## src/rtl/alu_arbiter.sv

```systemverilog
// alu_arbiter: two requesters share one 32-bit ALU (add/sub/or, optional
// upper-load shift) behind a single-entry registered response slot.
// Optional feature macro: ALU_ARB_RR_EN. When it is defined, contention is
// resolved round-robin. When it is undefined, requester 0 always wins.
module alu_arbiter (
    input  logic        clk,
    input  logic        reset,
    input  logic        req0,
    input  logic        req1,
    input  logic [2:0]  op0,
    input  logic [2:0]  op1,
    input  logic [31:0] a0,
    input  logic [31:0] a1,
    input  logic [31:0] b0,
    input  logic [31:0] b1,
    input  logic        lu0,
    input  logic        lu1,
    output logic        gnt0,
    output logic        gnt1,
    output logic        rsp_valid,
    input  logic        rsp_ready,
    output logic        rsp_id,
    output logic [31:0] rsp_result,
    output logic        rsp_zero
);

    typedef enum logic {
        EMPTY = 1'b0,
        FULL  = 1'b1
    } state_t;

    localparam logic [2:0] OP_ADD = 3'b000;
    localparam logic [2:0] OP_SUB = 3'b001;
    localparam logic [2:0] OP_OR  = 3'b010;

    state_t      state;
    state_t      state_next;
    logic        accept_en;
    logic        any_gnt;
    logic [2:0]  sel_op;
    logic [31:0] sel_a;
    logic [31:0] sel_b;
    logic        sel_lu;
    logic [31:0] raw;
    logic [31:0] result;

`ifdef ALU_ARB_RR_EN
    logic        last_gnt;

    // Last-granted pointer; reset value 1 lets requester 0 win the first contention.
    always_ff @(posedge clk) begin
        if (reset) begin
            last_gnt <= 1'b1;
        end else if (gnt0) begin
            last_gnt <= 1'b0;
        end else if (gnt1) begin
            last_gnt <= 1'b1;
        end
    end
`endif

    // Response slot can take a new result when empty or being drained this cycle.
    always_comb begin
        accept_en = 1'b0;
        if (!reset) begin
            accept_en = (state == EMPTY) || rsp_ready;
        end
    end

    // Grant selection: single requester always wins, contention per build option.
    always_comb begin
        gnt0 = 1'b0;
        gnt1 = 1'b0;
        if (accept_en) begin
`ifdef ALU_ARB_RR_EN
            gnt0 = req0 && (!req1 || last_gnt);
            gnt1 = req1 && (!req0 || !last_gnt);
`else
            gnt0 = req0;
            gnt1 = req1 && !req0;
`endif
        end
        any_gnt = gnt0 || gnt1;
    end

    // Operand mux feeding the shared ALU from the granted requester.
    always_comb begin
        sel_op = op0;
        sel_a  = a0;
        sel_b  = b0;
        sel_lu = lu0;
        if (gnt1) begin
            sel_op = op1;
            sel_a  = a1;
            sel_b  = b1;
            sel_lu = lu1;
        end
    end

    // Shared ALU: modulo-2^32 add/sub, bitwise or, reserved codes give zero.
    always_comb begin
        raw = '0;
        unique case (sel_op)
            OP_ADD:  raw = sel_a + sel_b;
            OP_SUB:  raw = sel_a - sel_b;
            OP_OR:   raw = sel_a | sel_b;
            default: raw = '0;
        endcase
        result = sel_lu ? {raw[15:0], 16'h0000} : raw;
    end

    // Next-state logic for the single response slot.
    always_comb begin
        state_next = state;
        unique case (state)
            EMPTY: begin
                if (any_gnt) begin
                    state_next = FULL;
                end
            end
            FULL: begin
                if (rsp_ready && !any_gnt) begin
                    state_next = EMPTY;
                end
            end
            default: state_next = EMPTY;
        endcase
    end

    // State register.
    always_ff @(posedge clk) begin
        if (reset) begin
            state <= EMPTY;
        end else begin
            state <= state_next;
        end
    end

    // Response register: loaded on any grant, otherwise held stable.
    always_ff @(posedge clk) begin
        if (reset) begin
            rsp_id     <= 1'b0;
            rsp_result <= '0;
            rsp_zero   <= 1'b0;
        end else if (any_gnt) begin
            rsp_id     <= gnt1;
            rsp_result <= result;
            rsp_zero   <= (result == 32'h0000_0000);
        end
    end

    assign rsp_valid = (state == FULL);

endmodule

```

## config.mk

```make
export PLATFORM = sky130hd
export DESIGN_NAME = alu_arbiter
export DESIGN_NICKNAME = d
export VERILOG_FILES = /design/src/rtl/alu_arbiter.sv
export SDC_FILE = /design/constraint.sdc
export NUM_CORES = 1
export LEC_CHECK = 0
export BUFFER_PORTS_ARGS = -buffer_cell sky130_fd_sc_hd__buf_2
export CORE_ASPECT_RATIO = 0.75
export CORE_UTILIZATION = 45
export DETAILED_ROUTE_END_ITERATION = 12
export PLACE_DENSITY_LB_ADDON = 0.12
export SYNTH_ARGS = -nofsm -noshare
export SYNTH_HDL_FRONTEND = slang
export SYNTH_SLANG_ARGS = --single-unit
```

## constraint.sdc

```tcl
create_clock -name clk -period 8.7 [get_ports clk]
set_input_delay 0.435 -clock clk [delete_from_list [all_inputs] [get_ports clk]]
set_output_delay 0.435 -clock clk [all_outputs]
set_load 0.02 [all_outputs]
```

== After elaboration in Yosys (flattened, before gate mapping) ==
Cells that the tools add are included.
Widths: inputs -> output; s select.
Word-level totals
  word-level logic and storage cells: 30
  input bits: 141
  output and inout bits: 37
  register bits after elaboration: 35
Operators by class
  reductions and logical operators: 8
  bitwise operators: 2
  equality and inequality tests: 2
  add/subtract/negate cells: 2
  mux-type cells: 12
Operators with widths (number)
  $mux 32: 3
  $pmux 32 s3: 1
  $add 32x32->32: 1
  $logic_not 32->1: 1
  $or 32x32->32: 1
  $sub 32x32->32: 1
  $mux 1: 6
  $eq 3x1->1 const B: 1
  $eq 3x2->1 const B: 1
  $logic_not 3->1: 1
  $mux 3: 1
  $logic_and 1x1->1: 2
  $logic_not 1->1: 2
  $logic_or 1x1->1: 2
  $pmux 1 s2: 1
  $not 1->1: 1

== Longest topological paths before layout ==
Gate-level depths: netlist of the first run.
  depth after elaboration: 9
  mapped depth: 24
  gate-level depth less buffers: 20

== Worst setup path after synthesis of the first run ==
OpenSTA, ideal clock, no wires.
  path kind: input port to flip-flop
  from: input port rsp_ready
  to: register rsp_zero
  setup time: 0.096 ns
  data required time: 8.604 ns
  stages: 23
  setup slack: 3.795 ns
  buffers on the path: 7
  arrival time: 4.810 ns
  cells stage by stage: nand2b_1 -> buf_2 -> nand3_2 -> inv_2 -> buf_6 -> clkbuf_1 -> clkbuf_1 -> buf_2 -> buf_2 -> clkbuf_1 -> nand2_1 -> nand2_1 -> ha_1 -> a21o_1 -> a21o_1 -> a2111oi_0 -> nor3_1 -> or4b_1 -> nand4_1 -> o211ai_2 -> nor4_2 -> nand4_1 -> o41ai_2
Between the ends
  longest elaborated chain between the ends: 8
  elaborated cells on any way between the ends: 18
  classes of those cells: add/sub (2); eq/ne (2); mux (9); bitwise (1); reduce/logical (4)
Ends and longest elaborated chain
  start: declaration: RTL line 21  | input logic rsp_ready,
  $logic_or 1x1->1 *: RTL line 66  | accept_en = (state == EMPTY) || rsp_ready;
  $mux 1 *: RTL line 65  | if (!reset) begin
  $mux 1 *: RTL line 74  | if (accept_en) begin
  net gnt1: RTL line 19  | output logic gnt1,
  $mux 32 or $mux 3 (tied branches): RTL line 92  | if (gnt1) begin
  $sub 32x32->32 (tied with other cells): RTL line 105  | OP_SUB: raw = sel_a - sel_b;
  $pmux 32 s3: RTL line 103  | unique case (sel_op)
  $mux 32: RTL line 109  | result = sel_lu ? {raw[15:0], 16'h0000} : raw;
  $logic_not 32->1: RTL line 148  | rsp_zero <= (result == 32'h0000_0000);
  end signal: assignment: RTL line 148
  end: declaration: RTL line 24  | output logic rsp_zero
Mark *: on every way through the listed nets, which the timed path passes. The rest lies on a longest branch.
A chain may end at the register's enable or synchronous reset.

== Worst setup path in the final report of the first run ==
  from: input port reset
  to: register rsp_zero
Between the ends
  longest elaborated chain between the ends: 7
  elaborated cells on any way between the ends: 17
  classes of those cells: add/sub (2); eq/ne (2); mux (9); bitwise (1); reduce/logical (3)
Ends and longest elaborated chain
  start: declaration: RTL line 7  | input logic reset,
  $mux 1: RTL line 65
  $mux 1: RTL line 74
  $mux 32 or $mux 3 (tied branches): RTL line 92
  $sub 32x32->32 (tied with other cells): RTL line 105
  $pmux 32 s3: RTL line 103
  $mux 32: RTL line 109
  $logic_not 32->1: RTL line 148
Several ways; a longest one is shown, not always the timed one.

==> results of run 1 <==
## power by group
group | internal (mW) | switching (mW) | total, mW
logic | 0.206 | 0.338 | 0.544
registers | 0.170 | 0.00555 | 0.176
clock network | 0.164 | 0.0630 | 0.227
## routing by layer
metal | GRT usage, % | up-vias | share of wire, %
met4 | 4.37 | 0 | 1.3
met3 | 5.25 | 26 | 11
met1 | 50.2 | 3183 | 50
li1 | - | 3407 | -
met5 | 0 | - | 0
met2 | 43.2 | 387 | 38
## logic make-up (layout without fill, tap and decap cells)
| kind of cell | count (synthesis) | after routing | share of synthesized area (%) |
|---|---|---|---|
| flip-flops | 35 | 35 | 12.1 |
| XOR/XNOR | 54 | 54 | 8.15 |
| adder cells (fa/ha/maj) | 32 | 32 | 7.03 |
| AND/OR/NAND/NOR | 365 | 365 | 30.3 |
| multiplexers | 41 | 41 | 7.48 |
| AO/OA/AOI/OAI | 249 | 249 | 30.3 |
| buffers and inverters | 55 | 202 | 4.70 |
## registers in the layout (all words and copies together) (netlist names)
name        flops
rsp_result     32
rsp_id          1
rsp_valid       1
rsp_zero        1
## area by class of cell
cell class	instances	area (sq um)	area share, %
Multi-Input combinational cell	741	4840	70.0
Timing Repair Buffer	185	946	13.7
Sequential cell	35	701	10.1
Tap cell	166	208	3.00
Clock buffer	6	129	1.86
Clock inverter	2	60.1	0.868
Inverter	9	33.8	0.488
## worst paths after layout
path | startpoint | endpoint | depth (start not counted)
worst min-delay path | rsp_result[23]$_SDFFE_PP0P_ | rsp_result[23]$_SDFFE_PP0P_ | 2
worst max-delay path | reset | rsp_zero$_SDFFE_PP0P_ | 22
worst min register to register | rsp_result[23]$_SDFFE_PP0P_ | rsp_result[23]$_SDFFE_PP0P_ | 2
worst max register to register | rsp_valid$_SDFF_PP0_ | rsp_zero$_SDFFE_PP0P_ | 21
## cells in the final DEF, fill, tap and decap left out, drive strengths merged, types with 14 or more instances in the layout
master and count:
nand3 16, a21oi 67, nor2 70, xor2 27
nor3 66, mux2i 35, o21a 15, o21ai 45
buf 185, o31ai 14, dfxtp 35, ha 31
o211ai 16, nand2 131, xnor2 27
## worst max-delay path, cell delays in order
cell       delay [ns]
buf_2            0.48
inv_2            0.20
nand3_4          0.24
inv_2            0.23
buf_4            0.37
nor3_1           0.46
o211ai_4         0.15
or3_4            0.44
nor3_1           0.25
nor2_1           0.09
xor2_1           0.17
ha_1             0.38
a21o_1           0.19
a21o_1           0.18
a2111oi_0        0.43
nor3_1           0.20
or4b_1           0.49
nand4_1          0.10
o211ai_2         0.11
nor4_2           0.16
nand4_1          0.12
o41ai_2          0.32
## cells in the mapped netlist, types with 13 or more instances
cell | number | area, sq um
a21oi_1 | 66 | 330
buf_2 | 13 | 65.1
clkbuf_1 | 19 | 71.3
dfxtp_1 | 35 | 701
ha_1 | 31 | 388
mux2i_1 | 34 | 340
nand2_1 | 131 | 492
nand3_1 | 15 | 75.1
nor2_1 | 69 | 259
nor3_1 | 65 | 325
o211ai_1 | 14 | 105
o21a_1 | 15 | 113
o21ai_0 | 39 | 195
o31ai_1 | 14 | 105
xnor2_1 | 27 | 236
xor2_1 | 27 | 236
==> results.json, run 1 <==
{
  "grt_pass1_wl_mm": 33.3,
  "vias": 7003,
  "rows": 35,
  "utilization_pct": 55.6,
  "cts_setup_buffers": 0,
  "fin_crit_sh_pct": 69.8,
  "die_area_sq_um": 13400,
  "synthCells": 831,
  "syn_nets": 1004,
  "gp_congestion": 1.02,
  "cts_root_buffer": "clkbuf_16",
  "antenna_found_initial": 0,
  "viasPerCell": 6.12,
  "ctsLongestPathBuffers": 2,
  "max_freq_mhz": 165,
  "cp_max_fo": 66,
  "power.density_nw_per_um2": 137,
  "synthDistinctLibCells": 86,
  "slew_headroom_pct": 35.4,
  "gr-total-overflow": 0,
  "ant_nets": 0,
  "ios": 178,
  "firstDrtPassIters": 6,
  "worst_pin_slew_ns": 0.969,
  "cts_sinks": 35,
  "grtUsageTotal_pct": 31.4,
  "drt_iter0_markers": 762,
  "synth_ff_type": "dfxtp_1",
  "clkLatencyLatePin_ns": 0.28,
  "wl_per_cell_um": 18.6,
  "syn_area_per_cell_sq_um": 6.98,
  "diodes": 0,
  "synth_edf_count": 0,
  "hold_buffers": 0,
  "synthArstFlopShare_pct": 0,
  "drv_cap": 0,
  "start_util_pct": 46.6,
  "rrSetupSlack_ns": 2.90,
  "layout-drive-gt1-share_pct": 24.0,
  "core_area_sq_um": 12400,
  "cts_tree": "done",
  "hpwl_mm": 17.2,
  "dpl-instance-area_sq_um": 6730,
  "period_needed_ns": 6.08,
  "clkTransAtPathRegs_ns": 0.05,
  "status": "complete, no violations",
  "start_kind": "primary input",
  "cts_max_level": 2,
  "final-instance-count-excl-fill": 1144,
  "end_kind": "flop",
  "drc": 0,
  "dp_cells": 1136,
  "whs_ns": 0.458,
  "finalHoldViolCount": 0,
  "nets": 1150,
  "leakage_nw": 3.14,
  "cts.repair.resized": 0,
  "tns_ns": 0,
  "peakVddDrop_mv": 0.148,
  "dp_slack_ns": 2.47,
  "p_total_uw": 947,
  "drv_slew": 0,
  "crit_required_ns": 8.88,
  "routed_wl_mm": 21.3,
  "finClkSkew_ns": 0.00586,
  "syn_area_sq_um": 5800,
  "grt_pass1_vias": 5936,
  "cts_made_buffers": 5,
  "synth.yosys.warnings": 0,
  "syn_to_final_growth_pct": 19.3,
  "die_width_um": 133,
  "synth_seq_area_share_pct": 12.1,
  "rsz0062_at_grt": "no",
  "min_path_type": "flop to flop",
  "port_buffers": 177,
  "die_y_um": 100,
  "finalSetupViolCount": 0,
  "ys_seq_elements": 35,
  "critical_path_class": "primary input to flop",
  "worstPathArrival_ns": 6.26,
  "fin_area_sq_um": 6920,
  "fillers": 1249,
  "grt_max_degree": 81,
  "setup_ws_ns": 2.62
}
Power figures use the tool's default switching activity.
==> run 2: changes to the inputs <==
==> constraint.sdc (replaced) <==
create_clock -name clk -period 5.47 [get_ports clk]
set_input_delay 0.2735 -clock clk [delete_from_list [all_inputs] [get_ports clk]]
set_output_delay 0.2735 -clock clk [all_outputs]
set_load 0.02 [all_outputs]
==> results.json, run 2 (synthesized netlist as in run 1, its figures left out) <==
{
  "largest_register_ffs": 32,
  "grt_pass1_vias": 6268,
  "viasPerCell": 6.05,
  "worst_pin_slew_ns": 0.900,
  "critical_path_class": "flop to flop",
  "p_total_mw": 1.42,
  "status": "complete, no violations",
  "layout-drive-gt1-share_pct": 25.1,
  "drc": 0,
  "p_int_uw": 773,
  "period_needed_ns": 5.07,
  "ios": 178,
  "min_path_type": "primary input to flop",
  "syn_to_final_growth_pct": 20.1,
  "die_area_sq_um": 13400,
  "finClkSkew_ns": 0.00596,
  "final_cell_mix": "buf_2, nand2_1, nor2_1",
  "grtUsageTotal_pct": 31.8,
  "hold_buffers": 0,
  "final_common_cell": "buf_2",
  "max_freq_mhz": 197,
  "peakVddDrop_mv": 0.141,
  "die_y_um": 100,
  "start_kind": "flop",
  "cp_max_fo": 11,
  "worstPathArrival_ns": 5.25,
  "clkLatencyLatePin_ns": 0.28,
  "rrSetupSlack_ns": 0.40,
  "dpl-instance-area_sq_um": 6820,
  "crit_start": "rsp_valid$_SDFF_PP0_",
  "fin_crit_sh_pct": 92.7,
  "cts_max_level": 2,
  "hpwl_mm": 17.3,
  "drt_iter0_markers": 805,
  "fillers": 1289,
  "tns_ns": 0,
  "worst_r2r_startpoint": "rsp_valid$_SDFF_PP0_",
  "cts_tree": "done",
  "start_util_pct": 46.6,
  "nets": 1162,
  "rows": 35,
  "gp_congestion": 0.968,
  "clkPwrFrac_pct": 18.8,
  "crit_required_ns": 5.65,
  "leakage_nw": 3.18,
  "final-instance-count-excl-fill": 1156,
  "firstDrtPassIters": 5,
  "critPathCapture": "rsp_zero$_SDFFE_PP0P_",
  "ant_nets": 0,
  "cts_made_buffers": 5,
  "slew_headroom_pct": 39.8,
  "drv_cap": 0,
  "clkTransAtPathRegs_ns": 0.06,
  "dp_slack_ns": 0.284,
  "hold_path_depth": 2,
  "whs_ns": 0.276,
  "utilization_pct": 56.0,
  "gr-total-overflow": 0,
  "vias": 6992,
  "port_buffers": 177,
  "power.density_nw_per_um2": 204,
  "grt_pass1_wl_mm": 33.9,
  "finalHoldViolCount": 0,
  "routed_wl_mm": 21.2,
  "core_area_sq_um": 12400,
  "diodes": 0,
  "ctsLongestPathBuffers": 2,
  "reg2reg_depth": 20,
  "wl_per_cell_um": 18.3,
  "netSwitchingPower_uw": 645,
  "cts_sinks": 35,
  "fin_area_sq_um": 6970,
  "rsz0062_at_grt": "no",
  "end_kind": "flop",
  "die_width_um": 133,
  "grt_max_degree": 39,
  "top_register": "rsp_result",
  "setup_ws_ns": 0.398,
  "drv_slew": 0,
  "dp_cells": 1148,
  "worstReg2RegEnd": "rsp_zero$_SDFFE_PP0P_",
  "p_sw_share_pct": 45.5,
  "antenna_found_initial": 1,
  "cts_root_buffer": "clkbuf_16",
  "p_comb_share_pct": 61.5,
  "seqPwrFrac_pct": 19.7,
  "finalSetupViolCount": 0
}
## run 2: cell count changes in the layout (fill, tap and decap cells not counted), sizes merged
cell / previous run / this run
buf: 185 / 197
clkinvlp: 0 / 1
bufinv: 2 / 0
clkinv: 0 / 1
## run 2: routing by layer
layer / track usage, % / wire length [um] / vias to the layer above
li1: - / - / 3441
met1: 50.1 / 10600 / 3145
met2: 43.7 / 7940 / 377
met3: 5.51 / 2280 / 29
met4: 6.64 / 407 / 0
met5: 0 / 0 / -
## run 2: worst max-delay path, cell delays in order, from the launching register on
cell and delay [ns]:
dfxtp_1 0.30, nand2b_1 0.25, nand3_4 0.22, inv_2 0.24, mux2_2 0.45, o21a_1 0.19, o21a_1 0.13, and2_1 0.15
nor2_1 0.11, xor2_1 0.16, ha_1 0.31, a21oi_1 0.38, o211ai_1 0.17, and4_4 0.23, nor4b_1 0.41, o21ai_1 0.13
a21oi_1 0.19, xnor2_1 0.13, a221oi_1 0.32, nand4_1 0.15, o41ai_2 0.32
## run 2: worst min-delay path by stage
stage,to,from,slack (ns)
3_3_place_gp,rsp_result[26]$_SDFFE_PP0P_,rsp_result[26]$_SDFFE_PP0P_,0.45
6_report,rsp_id$_SDFFE_PP0P_,req0,0.28
4_1_cts,rsp_id$_SDFFE_PP0P_,req0,0.28
5_1_grt,rsp_id$_SDFFE_PP0P_,req0,0.30
3_5_place_dp,rsp_result[26]$_SDFFE_PP0P_,rsp_result[26]$_SDFFE_PP0P_,0.45
2_1_floorplan,rsp_id$_SDFFE_PP0P_,req0,0.37
## run 2: cell type report
cell class | instances | area (sq um) | area share [%]
sequential | 35 | 701 | 10.1
timing repair buffer | 197 | 1040 | 14.9
clock buffer | 6 | 129 | 1.85
multi-input combinational | 741 | 4850 | 69.6
clock inverter | 2 | 12.5 | 0.180
tap | 166 | 208 | 2.98
inverter | 9 | 33.8 | 0.485
## run 2: power groups by stage
stage          clock [mW]  sequential (mW)  combinational (mW)
6_report            0.267            0.279               0.872
5_1_grt             0.282            0.281               0.956
4_1_cts             0.268            0.279               0.851
3_5_place_dp            0            0.284               0.847
3_3_place_gp            0            0.284               0.846
2_1_floorplan           0            0.302               0.575
## run 2: timing repair
| item | in CTS | in global routing |
|---|---|---|
| gates resized for setup | 0 | 2 |
| buffers inserted | 0 | 0 |
| endpoints found under the setup margin | 0 | 1 |
==> run 3: changes to the inputs <==
--- a/config.mk
+++ b/config.mk
@@ -5,10 +5,10 @@
 export SDC_FILE = /design/constraint.sdc
 export NUM_CORES = 1
 export LEC_CHECK = 0
-export BUFFER_PORTS_ARGS = -buffer_cell sky130_fd_sc_hd__buf_2
 export CORE_ASPECT_RATIO = 0.75
 export CORE_UTILIZATION = 45
 export DETAILED_ROUTE_END_ITERATION = 12
+export DONT_BUFFER_PORTS = 1
 export PLACE_DENSITY_LB_ADDON = 0.12
 export SYNTH_ARGS = -nofsm -noshare
 export SYNTH_HDL_FRONTEND = slang
==> results.json, run 3 (synthesized netlist as in run 1, its figures left out) <==
{
  "status": "complete, no violations",
  "worst_pin_slew_ns": 0.916,
  "start_kind": "flop",
  "top_register": "rsp_result",
  "critPathCapture": "rsp_zero$_SDFFE_PP0P_",
  "cp_max_fo": 13,
  "layout-drive-gt1-share_pct": 8.61,
  "worstPathArrival_ns": 5.27,
  "final-instance-count-excl-fill": 979,
  "ant_nets": 0,
  "hpwl_mm": 18.2,
  "die_width_um": 133,
  "wl_per_cell_um": 22.8,
  "peakVddDrop_mv": 0.211,
  "power.density_nw_per_um2": 221,
  "rsz0062_at_grt": "no",
  "cts_tree": "done",
  "drv_slew": 0,
  "cts_root_buffer": "clkbuf_16",
  "finClkSkew_ns": 0.00527,
  "finalHoldViolCount": 0,
  "rrSetupSlack_ns": 0.39,
  "final_cell_mix": "nand2_1, nor2_1, a21oi_1",
  "cts_max_level": 2,
  "utilization_pct": 48.9,
  "grt_pass1_vias": 6039,
  "clkLatencyLatePin_ns": 0.28,
  "gr-total-overflow": 0,
  "period_needed_ns": 5.08,
  "rows": 35,
  "cts_made_buffers": 5,
  "tns_ns": 0,
  "slew_headroom_pct": 37.7,
  "critical_path_class": "flop to flop",
  "drc": 0,
  "min_path_type": "primary input to flop",
  "clkTransAtPathRegs_ns": 0.06,
  "whs_ns": 0.0584,
  "nets": 985,
  "antenna_found_initial": 0,
  "drt_iter0_markers": 682,
  "fin_area_sq_um": 6080,
  "grtUsageTotal_pct": 32.9,
  "drv_cap": 0,
  "fillers": 1308,
  "largest_register_ffs": 32,
  "max_freq_mhz": 197,
  "final_common_cell": "nand2_1",
  "leakage_nw": 2.43,
  "worstReg2RegEnd": "rsp_zero$_SDFFE_PP0P_",
  "vias": 6477,
  "crit_start": "rsp_valid$_SDFF_PP0_",
  "end_kind": "flop",
  "dp_cells": 971,
  "grt_pass1_wl_mm": 34.1,
  "port_buffers": 0,
  "ios": 178,
  "finalSetupViolCount": 0,
  "viasPerCell": 6.62,
  "worst_r2r_startpoint": "rsp_valid$_SDFF_PP0_",
  "dpl-instance-area_sq_um": 5940,
  "firstDrtPassIters": 5,
  "setup_ws_ns": 0.389,
  "cts_setup_buffers": 0,
  "dp_slack_ns": 0.407,
  "grt_max_degree": 45,
  "gp_congestion": 0.992,
  "die_y_um": 100,
  "routed_wl_mm": 22.3,
  "cts_sinks": 35,
  "fin_crit_sh_pct": 92.9,
  "core_area_sq_um": 12400,
  "diodes": 0,
  "die_area_sq_um": 13400,
  "syn_to_final_growth_pct": 4.77,
  "start_util_pct": 46.6,
  "crit_required_ns": 5.66,
  "reg2reg_depth": 21,
  "ctsLongestPathBuffers": 2,
  "p_total_mw": 1.35
}
==> run 3: timing repair <==
item | CTS | global route
hold buffers | 0 | 0
endpoints found under the setup margin | 0 | 1
resized for setup | 0 | 1
==> run 3: cell type report <==
cell class	instances	area, sq um	area share, %
Multi-Input combinational cell	741	4850	79.8
Sequential cell	35	701	11.5
Tap cell	166	208	3.42
Timing Repair Buffer	20	150	2.47
Clock buffer	7	133	2.18
Inverter	9	33.8	0.556
Clock inverter	1	5.00	0.0823
==> run 3: where the power goes <==
| part | internal, mW | switching, mW |
|---|---|---|
| clock network | 0.168 | 0.101 |
| registers | 0.271 | 0.0296 |
| logic | 0.290 | 0.486 |
==> run 3: worst min-delay path by stage <==
stage,startpoint,endpoint,slack (ns),cells past startpoint
finish,reset,rsp_result[20]$_SDFFE_PP0P_,0.06,1
global route,reset,rsp_result[9]$_SDFFE_PP0P_,0.06,1
CTS,reset,rsp_result[20]$_SDFFE_PP0P_,0.06,1
detailed placement,reset,rsp_valid$_SDFF_PP0_,0.35,1
global placement,reset,rsp_result[26]$_SDFFE_PP0P_,0.35,1
floorplan,req0,rsp_id$_SDFFE_PP0P_,0.37,1
==> run 3: critical path, cell delays in order (launching register included) <==
cell and delay (ns):
dfxtp_1 0.31, nand2b_1 0.14, nand3_4 0.17, inv_2 0.28, mux2i_1 0.26, or2_2 0.35, o21ai_0 0.18, xor2_1 0.17
nand2_1 0.07, o21ai_0 0.10, ha_1 0.38, nor2b_1 0.19, o221a_2 0.30, o2111ai_2 0.28, a211oi_1 0.15, or3_1 0.32
a31oi_1 0.31, buf_4 0.20, o221ai_1 0.11, nor4_1 0.24, nand4_1 0.16, o41ai_2 0.31
==> run 3: metal layers <==
metal	vias up	track usage, %	wire, um
li1	3084	-	-
met1	3029	50.1	10900
met2	334	46.2	8620
met3	30	7.88	2400
met4	0	5.68	318
met5	-	0	0
